`config.mk`:
```
export PLATFORM = sky130hd
export DESIGN_NAME = ddr_ctrl_arbit
export DESIGN_NICKNAME = d
export VERILOG_FILES = /design/src/rtl/sdram_ctrl_pkg.sv /design/src/rtl/ddr_ctrl_arbit.sv
export SDC_FILE = /design/constraint.sdc
export NUM_CORES = 1
export LEC_CHECK = 0
export ABC_AREA = 0
export BUFFER_PORTS_ARGS = -buffer_cell sky130_fd_sc_hd__buf_2
export CAP_MARGIN = 30
export CORE_AREA = 2 2 80 52
export CTS_CLUSTER_SIZE = 14
export DETAILED_ROUTE_END_ITERATION = 8
export DIE_AREA = 0 0 82 54
export GPL_ROUTABILITY_DRIVEN = 1
export GPL_TIMING_DRIVEN = 0
export PLACE_DENSITY_LB_ADDON = 0.08
export SLEW_MARGIN = 20
export SYNTH_ARGS = -nofsm -noshare
export SYNTH_HDL_FRONTEND = slang
export SYNTH_SLANG_ARGS = --single-unit
```
`constraint.sdc`:
```
create_clock -name sys_clk -period 3.3 [get_ports sys_clk]
set_clock_uncertainty 0.05 [all_clocks]
set_input_delay 0.165 -clock sys_clk [delete_from_list [all_inputs] [get_ports sys_clk]]
set_output_delay 0.165 -clock sys_clk [all_outputs]
set_load 0.005 [all_outputs]
```
`src/rtl/sdram_ctrl_pkg.sv`:
```
// Shared SDRAM controller types: bus widths, command encodings, pin bus struct
// and the arbiter state encoding used by ddr_ctrl_arbit and its engines.
package sdram_ctrl_pkg;

  localparam int CMD_W  = 4;
  localparam int BA_W   = 2;
  localparam int ADDR_W = 13;
  localparam int DATA_W = 16;

  // {cs_n, ras_n, cas_n, we_n}
  localparam logic [3:0] CMD_NOP       = 4'b0111;
  localparam logic [3:0] CMD_PRECHARGE = 4'b0010;
  localparam logic [3:0] CMD_AREF      = 4'b0001;
  localparam logic [3:0] CMD_ACTIVE    = 4'b0011;
  localparam logic [3:0] CMD_READ      = 4'b0101;
  localparam logic [3:0] CMD_WRITE     = 4'b0100;

  typedef struct packed {
    logic [CMD_W-1:0]  cmd;
    logic [BA_W-1:0]   ba;
    logic [ADDR_W-1:0] addr;
  } sdram_bus_t;

  typedef enum logic [2:0] {
    IDLE,
    ARBIT,
    AREF,
    WRITE,
    READ
  } arb_state_t;

endpackage

```
`src/rtl/ddr_ctrl_arbit.sv`:
```
// SDRAM command arbiter: fixed priority aref > write > read, no preemption,
// one-cycle grant pulses and a state-selected command/address/data mux.
module ddr_ctrl_arbit
  import sdram_ctrl_pkg::*;
#(
  parameter int ADDR_W = 13,
  parameter int BA_W   = 2,
  parameter int DATA_W = 16,
  parameter int CMD_W  = 4
) (
  input  logic                           sys_clk,
  input  logic                           sys_rst_n,
  input  logic                           init_end_i,
  input  logic [CMD_W+BA_W+ADDR_W-1:0]   init_bus_i,
  input  logic                           aref_req_i,
  input  logic                           aref_end_i,
  input  logic [CMD_W+BA_W+ADDR_W-1:0]   aref_bus_i,
  input  logic                           wr_req_i,
  input  logic                           wr_end_i,
  input  logic [CMD_W+BA_W+ADDR_W-1:0]   wr_bus_i,
  input  logic [DATA_W-1:0]              wr_data_i,
  input  logic                           wr_sdram_en_i,
  input  logic                           rd_req_i,
  input  logic                           rd_end_i,
  input  logic [CMD_W+BA_W+ADDR_W-1:0]   rd_bus_i,
  output logic                           aref_en_o,
  output logic                           wr_en_o,
  output logic                           rd_en_o,
  output logic [CMD_W-1:0]               sdram_cmd_o,
  output logic [BA_W-1:0]                sdram_ba_o,
  output logic [ADDR_W-1:0]              sdram_addr_o,
  output logic [DATA_W-1:0]              sdram_dq_o,
  output logic                           sdram_dq_oe_o
);

  localparam int BUS_W = CMD_W + BA_W + ADDR_W;

  arb_state_t       r_state, w_next;
  logic             r_aref_en, r_wr_en, r_rd_en;
  logic [BUS_W-1:0] w_bus;

  // Grants fire only on the ARBIT exit edge, which keeps them one cycle wide
  // and forces at least one ARBIT cycle between transactions.
  always_ff @(posedge sys_clk or negedge sys_rst_n) begin
    if (!sys_rst_n) begin
      r_state   <= IDLE;
      r_aref_en <= 1'b0;
      r_wr_en   <= 1'b0;
      r_rd_en   <= 1'b0;
    end else begin
      r_state   <= w_next;
      r_aref_en <= (r_state == ARBIT) && (w_next == AREF);
      r_wr_en   <= (r_state == ARBIT) && (w_next == WRITE);
      r_rd_en   <= (r_state == ARBIT) && (w_next == READ);
    end
  end

  always_comb begin
    w_next = r_state;
    case (r_state)
      IDLE:    if (init_end_i) w_next = ARBIT;
      ARBIT: begin
        if      (aref_req_i) w_next = AREF;
        else if (wr_req_i)   w_next = WRITE;
        else if (rd_req_i)   w_next = READ;
      end
      AREF:    if (aref_end_i) w_next = ARBIT;
      WRITE:   if (wr_end_i)   w_next = ARBIT;
      READ:    if (rd_end_i)   w_next = ARBIT;
      default: w_next = IDLE;
    endcase
  end

  always_comb begin
    w_bus = init_bus_i;
    case (r_state)
      ARBIT:   w_bus = {CMD_NOP, {BA_W{1'b1}}, {ADDR_W{1'b1}}};
      AREF:    w_bus = aref_bus_i;
      WRITE:   w_bus = wr_bus_i;
      READ:    w_bus = rd_bus_i;
      default: w_bus = init_bus_i;
    endcase
  end

  assign {sdram_cmd_o, sdram_ba_o, sdram_addr_o} = w_bus;

  assign aref_en_o = r_aref_en;
  assign wr_en_o   = r_wr_en;
  assign rd_en_o   = r_rd_en;

  // Data pins are held at zero while reset is asserted.
  assign sdram_dq_o    = sys_rst_n ? wr_data_i : '0;
  assign sdram_dq_oe_o = (r_state == WRITE) && wr_sdram_en_i;

endmodule

```
==> summary.txt, run 1 <==
Setup path
  – Reg-to-reg slack, setup: 1.92 ns
  – Crit path max fanout: 10
  – Crit. End Element: output port
  – Delay-heaviest family, CP: buffers and inverters
  – Critical Path Sink: sdram_addr_o[3]
  – Setup crit start kind: flop
  – WP data arrival: 1.80 ns
  – Critical Path RT: 3.08 ns
  – Crit path from: r_state[2]
  – CP peak stage delay: 0.43 ns
  – Reg2Reg Launch Point: r_state[2]
  – R2R cell count: 3
  – R2r endpoint: aref_en_o
  – Crit Path Class: flop to output port
  – Buf+Inv Stages, Crit Path: 4
  – Stages on the worst setup path: 6
  – Worst path slowest cell: dfrtp_1
  – Critical Path, Cell by Cell: inv_1, buf_2, clkbuf_1, o21ai_0, o32ai_1, buf_2
  – Most used cell, CP: buf_2

Logic synthesis
  – Post-synth top cells: nor2_1 (39), and2_1 (34), mux2i_1 (18), o32ai_1 (18), o21ai_0 (15)
  – Cell taking the most area after synthesis: and2_1
  – Sequential share of the synthesized area: 12.1%
  – Average cell area after synthesis: 7.06 um2
  – Post-synth EDFFs: 0
  – Synth async-reset ratio: 100%
  – Mapped cell area: 1240 um2
  – Synth unique cells: 31
  – #FFs+latches synth: 6
  – Mapped Cells: 176
  – Most numerous cell in the Yosys netlist: nor2_1
  – Area fraction of the dominant cell type after synthesis: 17.1%
  – Primary FF master, synth: dfrtp_1
  – Dominant cells by area after synthesis: and2_1 (17%), mux2i_1 (15%), o32ai_1 (13%)
  – Synth warnings: 0
  – Synth Net Count: 278

STA
  – RSZ-0062 raised after global routing: false
  – Worst slew pin tran: 0.354 ns
  – Achievable frequency: 497 MHz
  – Min cycle time layout: 2.01 ns
  – Rel. slew slack: 76.4%
  – Hold Violations, Final: 0
  – Slew Viols, Final: 0
  – Fin crit share: 61.0%
  – # setup viols final: 0
  – Setup TNS: 0 ns

Placed design
  – HPWL after DPL: 3.75 mm
  – IO buf count: 140
  – Dpl cells: 366
  – Post-DP Area: 2010 um2
  – Final GP Congestion: 0.801

Die
  – Core Region: 3780 um2
  – Initial core utilization: 32.8%
  – I/O pin count: 141
  – Die width: 82 um
  – Die height: 54 um
  – Row count: 18
  – Full die area: 4430 um2

Clocking
  – Clk root buf: clkbuf_8
  – CTS Sinks: 6
  – H-Tree Depth: 1
  – Post-CTS Setup Inserts: 0
  – TritonCTS clock tree: built
  – Clk Latency, worst-skew pair: 0.22 ns
  – Clk pin slew, worst setup/hold paths: 0.04 ns
  – Max Buffers Root-to-Sink: 2
  – CTS Buf Count: 3

Global route
  – Global-route wire length before repair: 7.00 mm
  – Gr usage total: 20.1%
  – Initial antenna violation count: 0
  – Largest net degree at the start of global routing: 14
  – Vias in the first global route: 1,581
  – Total grt overflow: 0

Routing
  – DR pass1 iterations: 4
  – WL final: 4.55 mm
  – DRC: 0
  – Vias: 1,815
  – Via density: 4.91
  – DR WL/cell: 12.3 um
  – Iteration-0 DRC Markers: 62
  – Detail Route Antenna Nets: 0

Run status
  – Status: finished, final reports clean

Finish
  – Final Net Count: 424
  – Final non-filler cell total: 370
  – Area Growth Syn to Fin: 65.6%
  – Area of the multi-input gates: 975 um2
  – Fillers: 391
  – Sequential cell area: 150 um2
  – Final instance area: 2060 um2
  – Antenna cells: 0
  – Layout cell share with drive strength beyond 1: 50.9%

Min path
  – Hold depth: 2
  – Hold crit path type: primary input to flop

Power and ir drop
  – Max VDD drop: 0.000271 V
  – PwrDens: 610 nW/um2
  – Static leakage: 1.12 nW
  – Switching power: 0.000583 W
  – Sequential Power Share: 8.8%
  – Sw Share: 46.4%
  – Clock share of power: 8.7%
  – Comb pwr share: 82.5%
  – Pint: 0.000672 W

Run
  – # Max-Cap Violations: 0
==> routing by layer <==
layer | routed length, um | vias up | share of wire, % | global-route usage, %
met3 | 448 | 4 | 9.8 | 4.36
met5 | 0 | - | 0 | 0
met2 | 1950 | 84 | 43 | 34.7
met4 | 26 | 0 | 0.57 | 3.89
met1 | 2120 | 802 | 47 | 26.0
li1 | - | 925 | - | -
==> state kept, by name, indices dropped and copies added (netlist names) <==
signal	count
aref_en_o	1
r_state	3
rd_en_o	1
wr_en_o	1
==> layout by cell type, fill, tap and decap left out, types with 2 or more instances in the layout <==
master | synthesis | routed
buf_2 | 6 | 146
nor2_1 | 39 | 39
and2_1 | 34 | 34
mux2i_1 | 18 | 18
o32ai_1 | 18 | 18
o21ai_0 | 15 | 15
dfrtp_1 | 6 | 6
buf_4 | 4 | 4
o21ai_1 | 4 | 4
nand2_1 | 4 | 4
buf_6 | 3 | 3
clkbuf_1 | 3 | 3
clkbuf_8 | 0 | 3
inv_1 | 2 | 2
a21oi_1 | 2 | 2
nand2b_1 | 2 | 2
==> stage by stage <==
stage	total power (W)	hold slack [ns]	utilization, %	setup slack (ns)
CTS	0.00126	0.148	54.4	1.33
detailed placement	0.00115	-0.0101	53.0	1.57
finish	0.00126	0.148	54.4	1.29
global route	0.00139	0.166	54.4	1.10
global placement	0.00115	-0.0134	53.0	1.58
floorplan	0.000790	-0.181	-	1.89
==> kinds of logic (layout without fill, tap and decap cells) <==
group                  Yosys count  count (layout)  share of synthesized area, %
multiplexers                    19              19                          15.4
flip-flops                       6               6                          12.1
AO/OA/AOI/OAI                   45              45                          26.3
buffers and inverters           19             163                          9.47
AND/OR/NAND/NOR                 87              87                          36.8
==> what timing repair did <==
| action | CTS | global route |
|---|---|---|
| hold buffers | 1 | 0 |
| hold endpoints to repair | 6 | 0 |
| gates resized for setup | 0 | 0 |
==> how the worst min path moves through the flow <==
| stage | startpoint | end | slack, ns |
|---|---|---|---|
| CTS | aref_req_i | rd_en_o | 0.15 |
| finish | aref_req_i | rd_en_o | 0.15 |
| floorplan | sys_rst_n | aref_en_o | -0.18 |
| global placement | sys_rst_n | wr_en_o | -0.01 |
| detailed placement | sys_rst_n | wr_en_o | -0.01 |
| global route | aref_req_i | rd_en_o | 0.17 |
==> power groups by stage <==
stage / sequential [W] / clock (W) / combinational, W
detailed placement: 0.000111 / 0 / 0.00104
floorplan: 0.000109 / 0 / 0.000682
global route: 0.000112 / 0.000119 / 0.00116
global placement: 0.000109 / 0 / 0.00104
finish: 0.000110 / 0.000109 / 0.00104
CTS: 0.000110 / 0.000111 / 0.00104
==> layout make-up <==
class,instances,share of cell area (%)
multi-input cells,151,47.4
repair buffers,141,34.5
flip-flops and latches,6,7.30
plain buffers,17,5.35
well taps,50,3.04
clock buffers,3,2.01
inverters,2,0.365
Power figures use the tool's default switching activity.
==> run 2, diff against run 1 <==
Settings changed: CORE_AREA 2 2 80 52 to 2 2 85 55, DIE_AREA 0 0 82 54 to 0 0 87 57.
Clock period 3.3 ns to 1.8 ns, I/O delays scaled along.
==> run 2 against run 1 <==
Final area increased by 4.5%. First-iteration DRC count shrank 23%. Hold slack got worse by 0.076 ns. Wire length grew 5.3%. Utilization down 3.9 points. Combinational power is 100% higher. Critical path depth grew 1. Register-to-register slack worse by 1.5 ns.
==> summary.txt, run 2 (synthesis results as in run 1) <==
Finish
  – Sequential cell area: 151 um2 (+0.83%)
  – Area Growth Syn to Fin: 73.0%
  – Post-layout util: 50.5% (-3.9 points)
  – Fillers: 440 (+13%)
  – Layout cell share with drive strength beyond 1: 54.7% (+3.7 points)
  – Max FFs per register: 3 (unchanged)
  – Antenna cells: 0 (unchanged)
  – Commonest cells after routing, fill and taps aside: buf_2 (143), nor2_1 (37), and2_1 (34)
  – Most flops, register: r_state
  – Commonest non-fill, non-tap cell in the layout: buf_2
  – Area of the multi-input gates: 1020 um2 (+4.5%)
  – Final Net Count: 426 (+0.47%)

Setup path
  – Reg-to-reg slack, setup: 0.40 ns (-1.52 ns)
  – Crit path max fanout: 10 (unchanged)
  – Crit. End Element: output port
  – Crit Path Class: flop to output port
  – R2r endpoint: wr_en_o
  – Reg2Reg Launch Point: r_state[0]
  – Critical Path RT: 1.66 ns (-1.42 ns)
  – WP data arrival: 1.60 ns (-0.20 ns)
  – Setup crit start kind: flop
  – R2R cell count: 4 (+1)

Routing
  – DRC: 0 (unchanged)
  – Detail Route Antenna Nets: 0 (unchanged)
  – DR pass1 iterations: 4 (unchanged)
  – Iteration-0 DRC Markers: 48 (-23%)
  – DR WL/cell: 12.8 um (+4.2%)
  – WL final: 4.79 mm (+5.3%)
  – Vias: 1,826 (+0.61%)
  – Via density: 4.88 (-0.47%)

Min path
  – Hold depth: 2 (unchanged)
  – Hold Path End: rd_en_o
  – Worst Hold Launch: aref_req_i
  – Hold crit path type: primary input to flop

Clocking
  – TritonCTS clock tree: built
  – Clk pin slew, worst setup/hold paths: 0.04 ns (about the same)
  – Max Buffers Root-to-Sink: 2 (unchanged)
  – Clk root buf: clkbuf_8
  – CTS Buf Count: 3 (unchanged)
  – Clk Latency, worst-skew pair: 0.22 ns (about the same)
  – H-Tree Depth: 1 (unchanged)
  – CTS Sinks: 6 (unchanged)

Power and ir drop
  – Max VDD drop: 0.000397 V (+46%)
  – PwrDens: 1160 nW/um2 (+90%)
  – Switching power: 0.00114 W (+96%)
  – Pint: 0.00135 W (+100%)
  – Clock share of power: 8.1% (-0.6 points)
  – Comb pwr share: 83.6% (+1.1 points)
  – Static leakage: 1.16 nW (+3.0%)
  – Sequential Power Share: 8.3% (-0.5 points)
  – Sw Share: 45.8% (-0.70 points)

Die
  – Row count: 19 (+1)
  – I/O pin count: 141 (unchanged)
  – Full die area: 4960 um2 (+12%)
  – Die height: 57 um (+5.6%)
  – Initial core utilization: 29.2% (-3.6 points)
  – Core Region: 4260 um2 (+12%)
  – Die width: 87 um (+6.1%)

STA
  – Worst slew pin tran: 0.365 ns (+0.0105 ns)
  – Achievable frequency: 574 MHz
  – Min cycle time layout: 1.74 ns
  – RSZ-0062 raised after global routing: true
  – Rel. slew slack: 75.7% (-0.70 points)
  – Fin crit share: 96.7%
  – Min Hold Slack: 0.0721 ns (-0.0757 ns)
  – # setup viols final: 0 (unchanged)
  – Slew Viols, Final: 0 (unchanged)
  – Hold Violations, Final: 0 (unchanged)
  – Setup WS post-layout: 0.0590 ns (-1.23 ns)

Placed design
  – IO buf count: 140 (unchanged)
  – HPWL after DPL: 3.77 mm (+0.51%)
  – Pre-CTS setup slack: 0.0643 ns (-1.50 ns)
  – Final GP Congestion: 0.772 (-3.6%)

Run status
  – Status: finished, final reports clean

Global route
  – Gr usage total: 18.3% (-1.8 points)
  – Global-route wire length before repair: 7.49 mm (+7.1%)
  – Largest net degree at the start of global routing: 14 (unchanged)
  – Vias in the first global route: 1,720 (+8.8%)
  – Total grt overflow: 0 (unchanged)
  – Initial antenna violation count: 0 (unchanged)

Run
  – # Max-Cap Violations: 0 (unchanged)
run 2: cell type report:
cell class	instances	area share (%)
buffer	17	6.52
clock buffer	3	1.92
sequential	6	7.04
multi-input combinational	151	47.4
inverter	2	0.349
tap	52	3.03
timing repair buffer	143	33.8
run 2: worst max-delay path by stage:
stage | startpoint | to | slack (ns) | cells after the start
finish | r_state[0] | sdram_addr_o[6] | 0.06 | 7
global route | r_state[2] | sdram_addr_o[12] | -0.007 | 6
CTS | r_state[0] | sdram_ba_o[1] | 0.002 | 6
detailed placement | r_state[2] | sdram_addr_o[7] | 0.06 | 6
global placement | r_state[2] | sdram_addr_o[7] | 0.05 | 6
floorplan | r_state[0] | sdram_addr_o[12] | 0.46 | 6
run 2: per-layer routing:
metal  vias up  global-route usage, %  wire length [um]
met5         -                      0                 0
met4         0                   2.01                17
met1       805                   23.9              2160
li1        924                      -                 -
met3         2                   3.18               411
met2        95                   32.6              2210
run 2: power by group through the flow:
stage | clock network (W) | logic, W | registers [W]
after floorplan | 0 | 0.00125 | 0.000200
after global placement | 0 | 0.00191 | 0.000200
after detailed placement | 0 | 0.00192 | 0.000202
after CTS | 0.000206 | 0.00194 | 0.000200
after global routing | 0.000212 | 0.00230 | 0.000215
final | 0.000203 | 0.00208 | 0.000206
run 2: metrics by stage:
stage	instances	power, W	setup TNS, ns	area (um2)
global placement	368	0.00211	0	2010
floorplan	176	0.00145	0	1240
CTS	372	0.00235	0	2070
global route	374	0.00273	-0.00714	2150
finish	374	0.00249	0	2150
detailed placement	368	0.00212	0	2010
run 2: timing repair:
action	CTS	global route
hold buffers	1	0
gates resized for setup	5	29
hold endpoints to repair	6	0
setup endpoints to repair	13	18
setup buffers	0	2
gates cloned	0	0
run 2: critical path, stage by stage (launching register included):
cell and delay, ns:
dfrtp_1 0.36, buf_6 0.14, or2_1 0.23, buf_6 0.13, buf_6 0.13, o21ai_0 0.15, o32ai_1 0.10, buf_2 0.14
